`config.mk`:
```
export PLATFORM = sky130hd
export DESIGN_NAME = alu_arbiter
export DESIGN_NICKNAME = d
export VERILOG_FILES = /design/src/rtl/alu_arbiter.sv
export SDC_FILE = /design/constraint.sdc
export NUM_CORES = 1
export LEC_CHECK = 0
export ABC_AREA = 1
export CORE_AREA = 2 2 158 160
export DETAILED_ROUTE_END_ITERATION = 7
export DIE_AREA = 0 0 160 162
export GPL_TIMING_DRIVEN = 0
export HOLD_SLACK_MARGIN = 0.15
export PLACE_DENSITY = 0.4
export SLEW_MARGIN = 20
export SYNTH_ARGS = -nofsm -noshare
export SYNTH_HDL_FRONTEND = slang
export SYNTH_SLANG_ARGS = --single-unit
```
`constraint.sdc`:
```
create_clock -name clk -period 1.65 [get_ports clk]
set_clock_uncertainty 0.05 [all_clocks]
set_input_delay 0.2475 -clock clk [delete_from_list [all_inputs] [get_ports clk]]
set_output_delay 0.2475 -clock clk [all_outputs]
set_load 0.05 [all_outputs]
```
`src/rtl/alu_arbiter.sv`:
```
// -----------------------------------------------------------------------------
// alu_arbiter
//
// Two-requester round-robin arbiter placed directly in front of a shared ALU.
// Single-cycle ops complete combinationally in the cycle they are presented.
// Multi-cycle ops (MUL/DIV) lock the grant to the issuing requester until the
// ALU raises ready. The ALU's ready and results are steered back to the
// requester that owns the grant.
//
// Optional feature macro: ALU_ARB_STATS_EN
//   defined   -> saturating grant/conflict statistics counters are built
//   undefined -> stat_* outputs are constant 0; arbitration is unchanged
//
// Parameters:
//   WIDTH      operand/result width (must match the attached ALU)
//   CNT_WIDTH  width of the statistics counters
//
// Ports:
//   clk, rst                    clock, synchronous active-high reset
//   reqN_valid/op/a/b           request inputs from requester N (N = 0, 1)
//   reqN_ready                  completion pulse to requester N
//   result, extra_result        shared return bus, 0 unless a ready is high
//   alu_valid/op/a/b            request outputs to the ALU
//   alu_ready, alu_result,
//   alu_extra_result            completion inputs from the ALU
//   busy                        grant locked on an in-flight multi-cycle op
//   grant_id                    requester currently driving the ALU
//   stat_grant0/1, stat_conflict statistics counters
//
// Handshake: a requester raises reqN_valid and holds valid/op/a/b stable until
// the cycle in which reqN_ready is high; that cycle completes the transfer and
// result/extra_result are valid in the same cycle. The ALU side follows the
// same rule with alu_valid/alu_ready.
// -----------------------------------------------------------------------------
module alu_arbiter #(
  parameter int WIDTH     = 32,
  parameter int CNT_WIDTH = 16
) (
  input  logic                 clk,
  input  logic                 rst,
  input  logic                 req0_valid,
  input  logic                 req1_valid,
  input  logic [7:0]           req0_op,
  input  logic [7:0]           req1_op,
  input  logic [WIDTH-1:0]     req0_a,
  input  logic [WIDTH-1:0]     req0_b,
  input  logic [WIDTH-1:0]     req1_a,
  input  logic [WIDTH-1:0]     req1_b,
  output logic                 req0_ready,
  output logic                 req1_ready,
  output logic [WIDTH-1:0]     result,
  output logic [WIDTH-1:0]     extra_result,
  output logic                 alu_valid,
  output logic [7:0]           alu_op,
  output logic [WIDTH-1:0]     alu_a,
  output logic [WIDTH-1:0]     alu_b,
  input  logic                 alu_ready,
  input  logic [WIDTH-1:0]     alu_result,
  input  logic [WIDTH-1:0]     alu_extra_result,
  output logic                 busy,
  output logic                 grant_id,
  output logic [CNT_WIDTH-1:0] stat_grant0,
  output logic [CNT_WIDTH-1:0] stat_grant1,
  output logic [CNT_WIDTH-1:0] stat_conflict
);

  localparam logic ST_IDLE   = 1'b0;
  localparam logic ST_LOCKED = 1'b1;

  logic state_q, state_d;
  logic lock_id_q, lock_id_d;
  logic last_grant_q, last_grant_d;

  logic any_valid;
  logic winner;
  logic sel;
  logic sel_valid;
  logic drive;
  logic done;

  // ---------------------------------------------------------------------------
  // Selection and ALU steering
  // ---------------------------------------------------------------------------
  always_comb begin
    any_valid = req0_valid | req1_valid;
    // On a tie the requester that did not complete last wins; otherwise the
    // single valid requester wins (req1_valid alone selects 1).
    winner    = (req0_valid & req1_valid) ? ~last_grant_q : req1_valid;
    sel       = (state_q == ST_LOCKED) ? lock_id_q : winner;
    sel_valid = sel ? req1_valid : req0_valid;
    // In IDLE sel_valid equals any_valid; in LOCKED only the owner counts, so
    // a dropped owner valid deasserts the ALU request.
    drive     = ~rst & sel_valid;
    done      = drive & alu_ready;
  end

  // Operand muxes depend only on requester inputs and grant state, never on
  // the ALU result path.
  assign alu_valid    = drive;
  assign alu_op       = sel ? req1_op : req0_op;
  assign alu_a        = sel ? req1_a  : req0_a;
  assign alu_b        = sel ? req1_b  : req0_b;

  assign req0_ready   = done & ~sel;
  assign req1_ready   = done & sel;
  assign result       = done ? alu_result       : '0;
  assign extra_result = done ? alu_extra_result : '0;
  assign busy         = ~rst & (state_q == ST_LOCKED);
  assign grant_id     = ~rst & sel;

  // ---------------------------------------------------------------------------
  // FSM next state
  // ---------------------------------------------------------------------------
  always_comb begin
    state_d      = state_q;
    lock_id_d    = lock_id_q;
    last_grant_d = last_grant_q;
    case (state_q)
      ST_IDLE: begin
        if (any_valid) begin
          if (alu_ready) begin
            last_grant_d = winner;
          end else begin
            // Multi-cycle op in flight: pin the grant, pointer untouched.
            state_d   = ST_LOCKED;
            lock_id_d = winner;
          end
        end
      end
      ST_LOCKED: begin
        if (!sel_valid) begin
          // Owner abandoned its request: release without a completion.
          state_d = ST_IDLE;
        end else if (alu_ready) begin
          last_grant_d = lock_id_q;
          state_d      = ST_IDLE;
        end
      end
      default: state_d = ST_IDLE;
    endcase
  end

  always_ff @(posedge clk) begin
    if (rst) begin
      state_q      <= ST_IDLE;
      lock_id_q    <= 1'b0;
      last_grant_q <= 1'b1;
    end else begin
      state_q      <= state_d;
      lock_id_q    <= lock_id_d;
      last_grant_q <= last_grant_d;
    end
  end

  // ---------------------------------------------------------------------------
  // Statistics
  // ---------------------------------------------------------------------------
`ifdef ALU_ARB_STATS_EN
  logic [CNT_WIDTH-1:0] grant0_q, grant1_q, conflict_q;
  logic                 conflict_cyc;

  // Both valid and either one completes while the other waits, or both wait
  // behind a locked multi-cycle op.
  assign conflict_cyc = req0_valid & req1_valid & (done | (state_q == ST_LOCKED));

  always_ff @(posedge clk) begin
    if (rst) begin
      grant0_q   <= '0;
      grant1_q   <= '0;
      conflict_q <= '0;
    end else begin
      if (req0_ready && (grant0_q != '1)) begin
        grant0_q <= grant0_q + CNT_WIDTH'(1);
      end
      if (req1_ready && (grant1_q != '1)) begin
        grant1_q <= grant1_q + CNT_WIDTH'(1);
      end
      if (conflict_cyc && (conflict_q != '1)) begin
        conflict_q <= conflict_q + CNT_WIDTH'(1);
      end
    end
  end

  assign stat_grant0   = grant0_q;
  assign stat_grant1   = grant1_q;
  assign stat_conflict = conflict_q;
`else
  assign stat_grant0   = '0;
  assign stat_grant1   = '0;
  assign stat_conflict = '0;
`endif

endmodule

```
# == Yosys cells after proc, flatten, opt, wreduce, memory -nomap -nowiden ==
# Index checks and enable logic that the tools add are counted.
# Widths: inputs -> output; s select.
# totals
reg_bits,3
output_inout_bits,189
# op_classes
bitwise,13
n_reduce_logical,2
eq_ne,4
mux,17
# ops
op,count
$mux 32,4
$mux 1,10
$mux 8,1
$and 1x1->1,7
$ne 2x2->1 const B,3
$not 1->1,5
$pmux 1 s2,2
$reduce_and 4->1,1
$reduce_and 3->1,1
$ne 2x1->1 const B,1
$or 1x1->1,1

# == Depth between registers and ports, before layout ==
# Gate-level depths: netlist of run 1.
# depth
word_depth,7
ltp_mapped,8

# == Least setup slack after synthesis of run 1 ==
# OpenSTA, ideal clock, no wires.
# synth_timing
path_type,reg-to-output
start,reg state_q
end,out extra_result[0]
n_path_buf,2
stages_incl_launch_ff,7
arrival_time_ps,1613
path_slack_ps,-260
required_time_ps,1352
cell_sequence,dfxtp_1 > nand2_1 > or2_1 > nand4_1 > buf_6 > buf_6 > nor2_1
# synth_between
elab_chain_len,5
# synth_rtl
element,line_no,rtl
start: declaration,70,"logic state_q, state_d;"
start signal: assignment,149,state_q <= state_d;
$mux 1,89,sel = (state_q == ST_LOCKED) ? lock_id_q : winner;
$mux 1,90,sel_valid = sel ? req1_valid : req0_valid;
$and 1x1->1,93,drive = ~rst & sel_valid;
$and 1x1->1,94,done = drive & alu_ready;
$mux 32,107,assign extra_result = done ? alu_extra_result : '0;
end: declaration,52,"output logic [WIDTH-1:0] extra_result,"
# No other way between the ends.

# == Worst setup path in the final report of run 1 ==
# layout_timing
start,reg state_q
end,out extra_result[8]
# Same word-level chain as after synthesis.

==> results.json, run 1 <==
{
  "status": "finished, violations left",
  "violations": "negative setup slack",
  "timing.setup.tns_ns": -36.36,
  "grtUsageMet3": 0.03090,
  "critical_path_required_ns": 1.35,
  "synth_seq_cells": 3,
  "multi_input_area_um2": 2515,
  "place_ws_ns": -1.429,
  "core_area_um2": 24110,
  "drt_iter0_drc": 69,
  "cts_tree": "built",
  "maxCapViolations": 0,
  "p_leak_nw": 4.179,
  "regArea_um2": 63.81,
  "clock-sinks": 3,
  "rsz0062_at_grt": "true",
  "drive_above_1_share": 0.5174,
  "finalWorstSetupSlack_ns": -0.3014,
  "synth-simple-area-share": 0.5796,
  "dieArea_um2": 25920,
  "met1_usage": 0.1292,
  "place_area_um2": 6416,
  "hold_end": "state_q",
  "clkTransAtPathRegs_ns": 0.03,
  "synth_adder_area_share": 0,
  "viasPerCell": 3.380,
  "grt_overflow": 0,
  "max-vdd-ir-drop_mv": 0.3577,
  "fillers": 2552,
  "numCtsBuffers": 3,
  "grt_max_degree": 11,
  "final_min_period_over_clock_period": 1.183,
  "hold_viol_final": 0,
  "reg2reg_depth": 7,
  "die_y_um": 162,
  "pwr_density_cell_nw_per_um2": 478.9,
  "worstReg2RegEnd": "last_grant_q",
  "crit_arrival_ns": 1.65,
  "grt_pass1_wl_um": 23400,
  "core.rowCount": 57,
  "layout_commonest_cell": "clkdlybuf4s50_1",
  "syn-cell-area_um2": 1988,
  "wl_um": 16450,
  "p_int_mw": 2.051,
  "grt_usage": 0.1145,
  "antenna_left": 0,
  "cp-end-kind": "primary output",
  "synthCells": 447,
  "fin_area_um2": 8692,
  "synth_warnings": 0,
  "p_comb_frac": 0.888,
  "seq_power_share": 0.020,
  "startpoint_type": "flop",
  "synth_top_family_by_area": "simple AND/OR/NAND/NOR gates",
  "hold_depth": 2,
  "clock_latency_ns": 0.22,
  "port_buffers": 353,
  "cts_hold_buf": 0,
  "worstSetupPathType": "flop to primary output",
  "avgSynthCellArea_um2": 4.448,
  "p_switching_mw": 2.111,
  "boundaryPins": 402,
  "hold_ws_ns": 0.3943,
  "nets": 1105,
  "antenna_found_initial": 1,
  "synth_compound_area_frac": 0.005035,
  "areaGrowthSynthToFinish_pct": 337.2,
  "worstHoldStart": "alu_ready",
  "die_x_um": 160,
  "max_freq_mhz": 512.5,
  "crit_path_max_fanout": 5,
  "top_usage_layer": "met2",
  "swShare": 0.5072,
  "clock_path_buffers": 2,
  "synth_mux_area_frac": 0,
  "synth_cell_type_count": 16,
  "start_util": 0.08248,
  "drcViolationCount": 0,
  "reg2reg_slack_ns": 0.47,
  "grt_pass1_vias": 4132,
  "setup_viol": 139,
  "synth_xor_area_frac": 0,
  "vias": 4110,
  "wire_per_inst_um": 13.53,
  "cts-root-buf": "clkbuf_16",
  "r2r_start": "state_q",
  "power_mw": 4.163,
  "place.gp.congestion": 0.7152,
  "p_clk_frac": 0.091,
  "grt_use_met2": 0.2214,
  "period_minus_slack_ns": 1.951,
  "hp-class": "primary input to flop",
  "dr.pass1.iters": 4,
  "layout_common_cells": "clkdlybuf4s50_1, buf_6, nand2_1",
  "report.final.slew_viol_count": 0,
  "cts-htree-levels": 1,
  "hpwl_um": 12350,
  "ys_seq_area_frac": 0.03021
}
-- worst max-delay path, cell delays in order, from the launching register on --
cell     delay, ns
dfxtp_2       0.33
inv_2         0.07
nand3_4       0.08
nand3_2       0.10
nand4_1       0.09
buf_6         0.16
buf_12        0.15
buf_16        0.15
nor2_4        0.11
buf_6         0.17
-- power by group through the flow --
stage | clock network [mW] | registers [mW] | logic (mW)
final | 0.380 | 0.0840 | 3.70
after global routing | 0.397 | 0.0843 | 3.87
after CTS | 0.384 | 0.0820 | 3.44
after detailed placement | 0 | 0.0811 | 2.78
after global placement | 0 | 0.0813 | 2.79
after floorplan | 0 | 0.0807 | 1.66
-- metal layers --
layer / vias to the layer above / routed length, um
met1: 1797 / 5998
met5: - / 0
met2: 242 / 8849
met4: 0 / 97
met3: 6 / 1503
li1: 2065 / -
-- final cells by class --
type	instances	share of cell area
timing repair buffer	393	0.5263
multi-input combinational	352	0.2893
buffer	71	0.09112
tap	324	0.04664
inverter	68	0.02994
clock buffer	4	0.009069
sequential	3	0.007341
antenna	1	0.0002879
-- how the worst max path moves through the flow --
stage,slack [ns],endpoint,cells past startpoint,start
detailed placement,-1.43,alu_b[12],8,req1_valid
CTS,-0.34,extra_result[8],8,state_q
finish,-0.30,extra_result[8],9,state_q
global route,-0.38,extra_result[8],9,state_q
floorplan,-0.17,extra_result[24],5,state_q
global placement,-1.45,alu_b[12],8,req1_valid
-- synth_stat cells --
cell / number / area share
nand4_1: 2 / 0.0063
dfxtp_1: 3 / 0.030
nor3_1: 1 / 0.0025
nor2_1: 72 / 0.14
nand2_1: 222 / 0.42
or2_1: 1 / 0.0031
buf_4: 49 / 0.19
a21oi_1: 1 / 0.0025
o21ai_0: 1 / 0.0025
nand3_1: 3 / 0.0075
conb_1: 1 / 0.0019
inv_1: 68 / 0.13
clkbuf_1: 2 / 0.0038
nand3_2: 1 / 0.0050
buf_2: 15 / 0.038
buf_6: 5 / 0.028
-- sequential cells by signal, indices dropped and copies added (netlist names) --
| signal | cells |
|---|---|
| last_grant_q | 1 |
| lock_id_q | 1 |
| state_q | 1 |
-- kinds of logic (layout without fill, tap and decap cells) --
group,count (synthesis),after routing
other,1,49
and+or+nand+nor,302,302
buffers and inverters,139,536
DFF,3,3
AOI/OAI and AO/OA,2,2
-- what timing repair did --
action | CTS | global route
resized for setup | 1241 | 173
setup buffers | 21 | 8
pin swaps | 35 | 34
setup endpoints to repair | 141 | 141
cloned | 12 | 5
-- stage by stage --
| stage | util | std cells |
|---|---|---|
| 2_1_floorplan | - | 494 |
| 3_3_place_gp | 0.2662 | 1171 |
| 3_5_place_dp | 0.2662 | 1171 |
| 4_1_cts | 0.3307 | 1208 |
| 5_1_grt | 0.3606 | 1216 |
| 6_report | 0.3606 | 1216 |
(Power assumes the default switching activity.)
==> inputs of run 2 (changes only) <==
--- a/config.mk
+++ b/config.mk
@@ -6,12 +6,13 @@
 export NUM_CORES = 1
 export LEC_CHECK = 0
 export ABC_AREA = 1
-export CORE_AREA = 2 2 158 160
+export CORE_AREA = 2 2 154 156
+export CTS_BUF_LIST = sky130_fd_sc_hd__clkbuf_8
 export DETAILED_ROUTE_END_ITERATION = 7
-export DIE_AREA = 0 0 160 162
+export DIE_AREA = 0 0 156 158
 export GPL_TIMING_DRIVEN = 0
 export HOLD_SLACK_MARGIN = 0.15
-export PLACE_DENSITY = 0.4
+export PLACE_DENSITY = 0.53
 export SLEW_MARGIN = 20
 export SYNTH_ARGS = -nofsm -noshare
 export SYNTH_HDL_FRONTEND = slang
==> constraint.sdc (replaced) <==
create_clock -name clk -period 1.8 [get_ports clk]
set_clock_uncertainty 0.05 [all_clocks]
set_input_delay 0.27 -clock clk [delete_from_list [all_inputs] [get_ports clk]]
set_output_delay 0.27 -clock clk [all_outputs]
set_load 0.05 [all_outputs]
==> run 2 against run 1 <==
  * Combinational power decreased by 18%
  * Worst hold slack got worse by 0.018 ns
  * The flow still finishes with violations (negative setup slack)
  * Via count decreased by 6.0%
  * Core utilization decreased by 3.8 points
  * Worst setup slack improved by 0.14 ns
  * Cell count decreased by 3.4%
  * Register-to-register slack got worse by 0.42 ns
  * Highest routed layer unchanged
  * Non-clock buffer count decreased by 6
  * Clock power decreased by 50%
  * First-iteration DRC count increased by 58%
  * Sequential share of layout area increased by 0.16 points
==> results.json, run 2 (synthesis results as in run 1) <==
{
  "status": "finished, violations left",
  "violations": "negative setup slack",
  "wire_per_inst_um": 13.02,
  "timing.setup.tns_ns": -11.21,
  "p_int_mw": 1.537,
  "vias": 3863,
  "cts_hold_buf": 0,
  "stdcell_count": 1175,
  "antenna_found_initial": 0,
  "worst_pin_slew_ns": 0.5116,
  "drive_above_1_share": 0.4181,
  "grt_overflow": 0,
  "clock_latency_ns": 0.22,
  "p_switching_mw": 1.758,
  "maxCapViolations": 0,
  "report.final.slew_viol_count": 0,
  "p_comb_frac": 0.919,
  "port_buffers": 353,
  "grt_max_degree": 11,
  "die_y_um": 158,
  "postLayoutCoreUtil": 0.3227,
  "core_area_um2": 23050,
  "rsz0062_at_grt": "true",
  "cts-htree-levels": 1,
  "place_area_um2": 6111,
  "place_ws_ns": -1.314,
  "max_slew_margin": 0.6603,
  "start_util": 0.08625,
  "wl_um": 15300,
  "period_minus_slack_ns": 1.962,
  "viasPerCell": 3.288,
  "dp.cells": 1137,
  "num_antenna_cells": 0,
  "hpwl_um": 11890,
  "worstSetupPathType": "flop to primary output",
  "setup_viol": 105,
  "largest_registers": "last_grant_q (1), lock_id_q (1), state_q (1)",
  "boundaryPins": 402,
  "grt_usage": 0.1082,
  "core.rowCount": 56,
  "p_leak_nw": 3.830,
  "pwr_density_cell_nw_per_um2": 442.9,
  "areaGrowthSynthToFinish_pct": 274.2,
  "dieArea_um2": 24650,
  "hold_viol_final": 0,
  "critical_path_required_ns": 1.48,
  "swShare": 0.5334,
  "startpoint_type": "flop",
  "power_mw": 3.295,
  "max-vdd-ir-drop_mv": 0.2473,
  "grt_pass1_vias": 3421,
  "clock-sinks": 3,
  "hp-class": "primary input to flop",
  "cp-end-kind": "primary output",
  "seq_power_share": 0.023,
  "fin_area_um2": 7440,
  "p_clk_frac": 0.058,
  "nets": 1099,
  "place.gp.congestion": 0.7678,
  "layout_commonest_cell": "clkdlybuf4s50_1",
  "die_x_um": 156,
  "clkTransAtPathRegs_ns": 0.03,
  "grt_pass1_wl_um": 20500,
  "drcViolationCount": 0,
  "crit_path_max_fanout": 10,
  "clock_path_buffers": 2,
  "max_freq_mhz": 509.8,
  "antenna_left": 0,
  "numCtsBuffers": 3,
  "hold_ws_ns": 0.3760,
  "layout_common_cells": "clkdlybuf4s50_1, nand2_1, buf_6",
  "cts_tree": "built",
  "crit_arrival_ns": 1.64,
  "finalWorstSetupSlack_ns": -0.1616,
  "final_min_period_over_clock_period": 1.090,
  "drt_iter0_drc": 109,
  "cts-root-buf": "clkbuf_8",
  "dr.pass1.iters": 4
}
run 2: cell count changes in the layout (fill, tap and decap cells not counted), sizes merged:
cell and change:
clkinv -1, diode -1, inv +2, buf +1, clkbuf -8
run 2: worst paths after layout:
kind         cells past startpoint            to  slack [ns]          from
max                              8    result[18]       -0.16       state_q
min reg2reg                      2  last_grant_q        0.44  last_grant_q
max reg2reg                     14     lock_id_q        0.05  last_grant_q
min                              3  last_grant_q        0.38    req1_valid
run 2: metal layers:
layer  global-route usage  vias to the layer above  share of wire
met5                    0                        -              0
met4             0.008737                        0         0.0028
met3              0.01506                        4          0.053
met2               0.1920                      143           0.52
met1               0.1447                     1658           0.43
li1                     -                     2058              -
run 2: cell type report:
cell class,instances,area [um^2]
well taps,290,362.8
multi-input cells,352,1780
flip-flops and latches,3,66.31
plain buffers,71,710.7
clock buffers,3,41.29
fillers,2465,15610
repair buffers,387,4209
clock inverters,1,3.754
inverters,68,265.3
run 2: worst max-delay path, stage by stage, from the launching register on:
cell and delay [ns]:
dfxtp_4 0.37, nand2_4 0.07, or2_4 0.23, nand4_1 0.10, buf_6 0.13, buf_12 0.13
buf_8 0.17, nor2_4 0.06, buf_8 0.15
run 2: repair_timing:
| action | in CTS | in global routing |
|---|---|---|
| setup endpoints to repair | 141 | 140 |
| cloned | 9 | 1 |
| pin swaps | 23 | 3 |
| endpoints found under the hold margin | 0 | 0 |
| buffers inserted | 24 | 2 |
| resized for setup | 1125 | 72 |
run 2: power groups by stage:
stage                     logic (mW)  registers (mW)  clock network, mW
after global routing            3.17          0.0772              0.203
after floorplan                 1.46          0.0740                  0
final                           3.03          0.0768              0.191
after CTS                       2.97          0.0764              0.196
after detailed placement        2.49          0.0746                  0
after global placement          2.49          0.0744                  0
==> inputs of run 3 (changes only) <==
--- a/config.mk
+++ b/config.mk
@@ -8,6 +8,7 @@
 export ABC_AREA = 1
 export CORE_AREA = 2 2 154 156
 export CTS_BUF_LIST = sky130_fd_sc_hd__clkbuf_8
+export CTS_CLUSTER_SIZE = 40
 export DETAILED_ROUTE_END_ITERATION = 7
 export DIE_AREA = 0 0 156 158
 export GPL_TIMING_DRIVEN = 0
==> constraint.sdc (replaced) <==
create_clock -name clk -period 1.85 [get_ports clk]
set_clock_uncertainty 0.05 [all_clocks]
set_input_delay 0.2775 -clock clk [delete_from_list [all_inputs] [get_ports clk]]
set_output_delay 0.2775 -clock clk [all_outputs]
set_load 0.05 [all_outputs]
==> run 3 against run 2 <==
  * The run still ends with negative setup slack left
  * Register-to-register slack gained 0.05 ns
  * Clock power fell by 6%
  * Non-clock buffer count shrank 14
  * Combinational power shrank 9.9%
  * Count of clock-buffer cells in the layout unchanged
  * Die area unchanged
  * Worst hold slack improved by 0.021 ns
  * Critical path depth increased by 1
  * Sequential share of layout area is 0.055 points higher
  * Largest power group unchanged
==> results.json, run 3 (synthesis results as in run 1) <==
{
  "status": "finished, violations left",
  "violations": "negative setup slack",
  "largest_registers": "last_grant_q (1), lock_id_q (1), state_q (1)",
  "path_buf_inv": 5,
  "die_y_um": 158,
  "cts_hold_buf": 0,
  "max-vdd-ir-drop_mv": 0.2076,
  "start_util": 0.08625,
  "viasPerCell": 3.372,
  "grt_pass1_wl_um": 19050,
  "clkTransAtPathRegs_ns": 0.03,
  "drive_above_1_share": 0.3490,
  "p_int_mw": 1.347,
  "timing.setup.tns_ns": -5.339,
  "rsz0062_at_grt": "true",
  "period_minus_slack_ns": 1.974,
  "p_switching_mw": 1.633,
  "fillers": 2509,
  "power_mw": 2.979,
  "worstSetupPathType": "flop to primary output",
  "core_area_um2": 23050,
  "maxCapViolations": 0,
  "die_x_um": 156,
  "cp_top_family": "buffers and inverters",
  "cp-end-kind": "primary output",
  "hold_depth": 3,
  "clock-sinks": 3,
  "multi_input_area_um2": 1675,
  "antenna_found_initial": 0,
  "cts-htree-levels": 1,
  "crit_path_max_fanout": 7,
  "numCtsBuffers": 3,
  "crit_arrival_ns": 1.65,
  "areaGrowthSynthToFinish_pct": 252.4,
  "dieArea_um2": 24650,
  "antenna_left": 0,
  "nets": 1085,
  "p_clk_frac": 0.060,
  "max_slew_margin": 0.6631,
  "port_buffers": 353,
  "clock_path_buffers": 2,
  "swShare": 0.5480,
  "finalWorstSetupSlack_ns": -0.1241,
  "cpMostUsedCell": "nand3_4",
  "layout_common_cells": "nand2_1, clkdlybuf4s50_1, buf_6",
  "grt_pass1_vias": 3685,
  "grt_overflow": 0,
  "cts_tree": "built",
  "crit_chain": "inv_2, nand3_4, nand3_4, nand4_1, buf_6, buf_12, clkbuf_16, nor2_4, buf_8",
  "hold_viol_final": 0,
  "layout_commonest_cell": "nand2_1",
  "worst_pin_slew_ns": 0.5073,
  "max_freq_mhz": 506.6,
  "setup_viol": 80,
  "dr.pass1.iters": 4,
  "drt_iter0_drc": 99,
  "p_comb_frac": 0.915,
  "grt_max_degree": 11,
  "drcViolationCount": 0,
  "reg2reg_slack_ns": 0.10,
  "hpwl_um": 11410,
  "slowest_delay_ns": 0.35,
  "pwr_density_cell_nw_per_um2": 425.3,
  "core.rowCount": 56,
  "vias": 3915,
  "regArea_um2": 66.31,
  "hp-class": "primary input to flop",
  "num_antenna_cells": 0,
  "critical_path_required_ns": 1.52,
  "grt_usage": 0.09822,
  "boundaryPins": 402,
  "final_min_period_over_clock_period": 1.067,
  "reg2reg_depth": 14,
  "p_leak_nw": 3.670,
  "worst-path-stages": 9,
  "place_ws_ns": -1.252,
  "startpoint_type": "flop",
  "wire_per_inst_um": 12.23,
  "wl_um": 14200,
  "seq_power_share": 0.025,
  "clock_latency_ns": 0.21,
  "slowest_stage": "dfxtp_4",
  "report.final.slew_viol_count": 0,
  "place.gp.congestion": 0.7391,
  "cts-root-buf": "clkbuf_8"
}
-- run 3: changes by cell type in the layout (fill, tap and decap cells not counted), moves of 2 or more --
cell       delta
buf_8         -6
nor2_2       -22
nor2_4       +11
buf_6         -3
nor2_1       +11
buf_12        -5
bufbuf_16     +2
buf_16        -7
nand2_2      -34
clkbuf_4      +4
clkbuf_8      +2
nand2_1      +40
nand2_4       -6
-- run 3: per-stage QoR --
step	cell area (um^2)	hold WS [ns]	util	instances
after detailed placement	6061	0.4171	0.2629	1137
final	7005	0.3968	0.3039	1161
after global placement	6061	0.4070	0.2629	1137
after global routing	7005	0.4377	0.3039	1161
after CTS	6520	0.4191	0.2828	1159
after floorplan	2165	0.2999	-	494
-- run 3: path summary, 6_finish.rpt --
path / from / endpoint
max: state_q / extra_result[16]
min: req1_valid / last_grant_q
max reg2reg: last_grant_q / lock_id_q
min reg2reg: last_grant_q / last_grant_q
-- run 3: timing repair --
action / CTS / global route
buffers inserted: 14 / 2
pin swaps: 2 / 2
gates cloned: 4 / 1
gates resized for setup: 1002 / 150
hold endpoints to repair: 0 / 0
endpoints found under the setup margin: 141 / 140
-- run 3: final cells by class --
cell class                 count  area share
buffer                        71     0.09645
timing repair buffer         373      0.5599
clock inverter                 1   0.0005358
clock buffer                   3    0.005894
multi-input combinational    352      0.2392
tap                          290     0.05179
inverter                      68     0.03679
sequential                     3    0.009466
-- run 3: layer usage --
layer / vias to the layer above / share of wire / routed length (um) / global-route usage
met4: 0 / 0.0094 / 134 / 0.01616
met1: 1653 / 0.35 / 5019 / 0.1035
met2: 236 / 0.55 / 7747 / 0.2006
li1: 2016 / - / - / -
met3: 10 / 0.091 / 1297 / 0.02080
met5: - / 0 / 0 / 0
-- run 3: tightest hold or removal path, stage by stage --
cell	delay (ns)
clkbuf_2	0.14
nand4_1	0.10
nand3_1	0.08
-- run 3: power groups by stage --
stage | clock (mW) | combinational (mW) | sequential, mW
floorplan | 0 | 1.41 | 0.0720
global placement | 0 | 2.41 | 0.0723
detailed placement | 0 | 2.41 | 0.0724
CTS | 0.185 | 2.60 | 0.0731
global route | 0.191 | 2.87 | 0.0750
finish | 0.179 | 2.73 | 0.0747
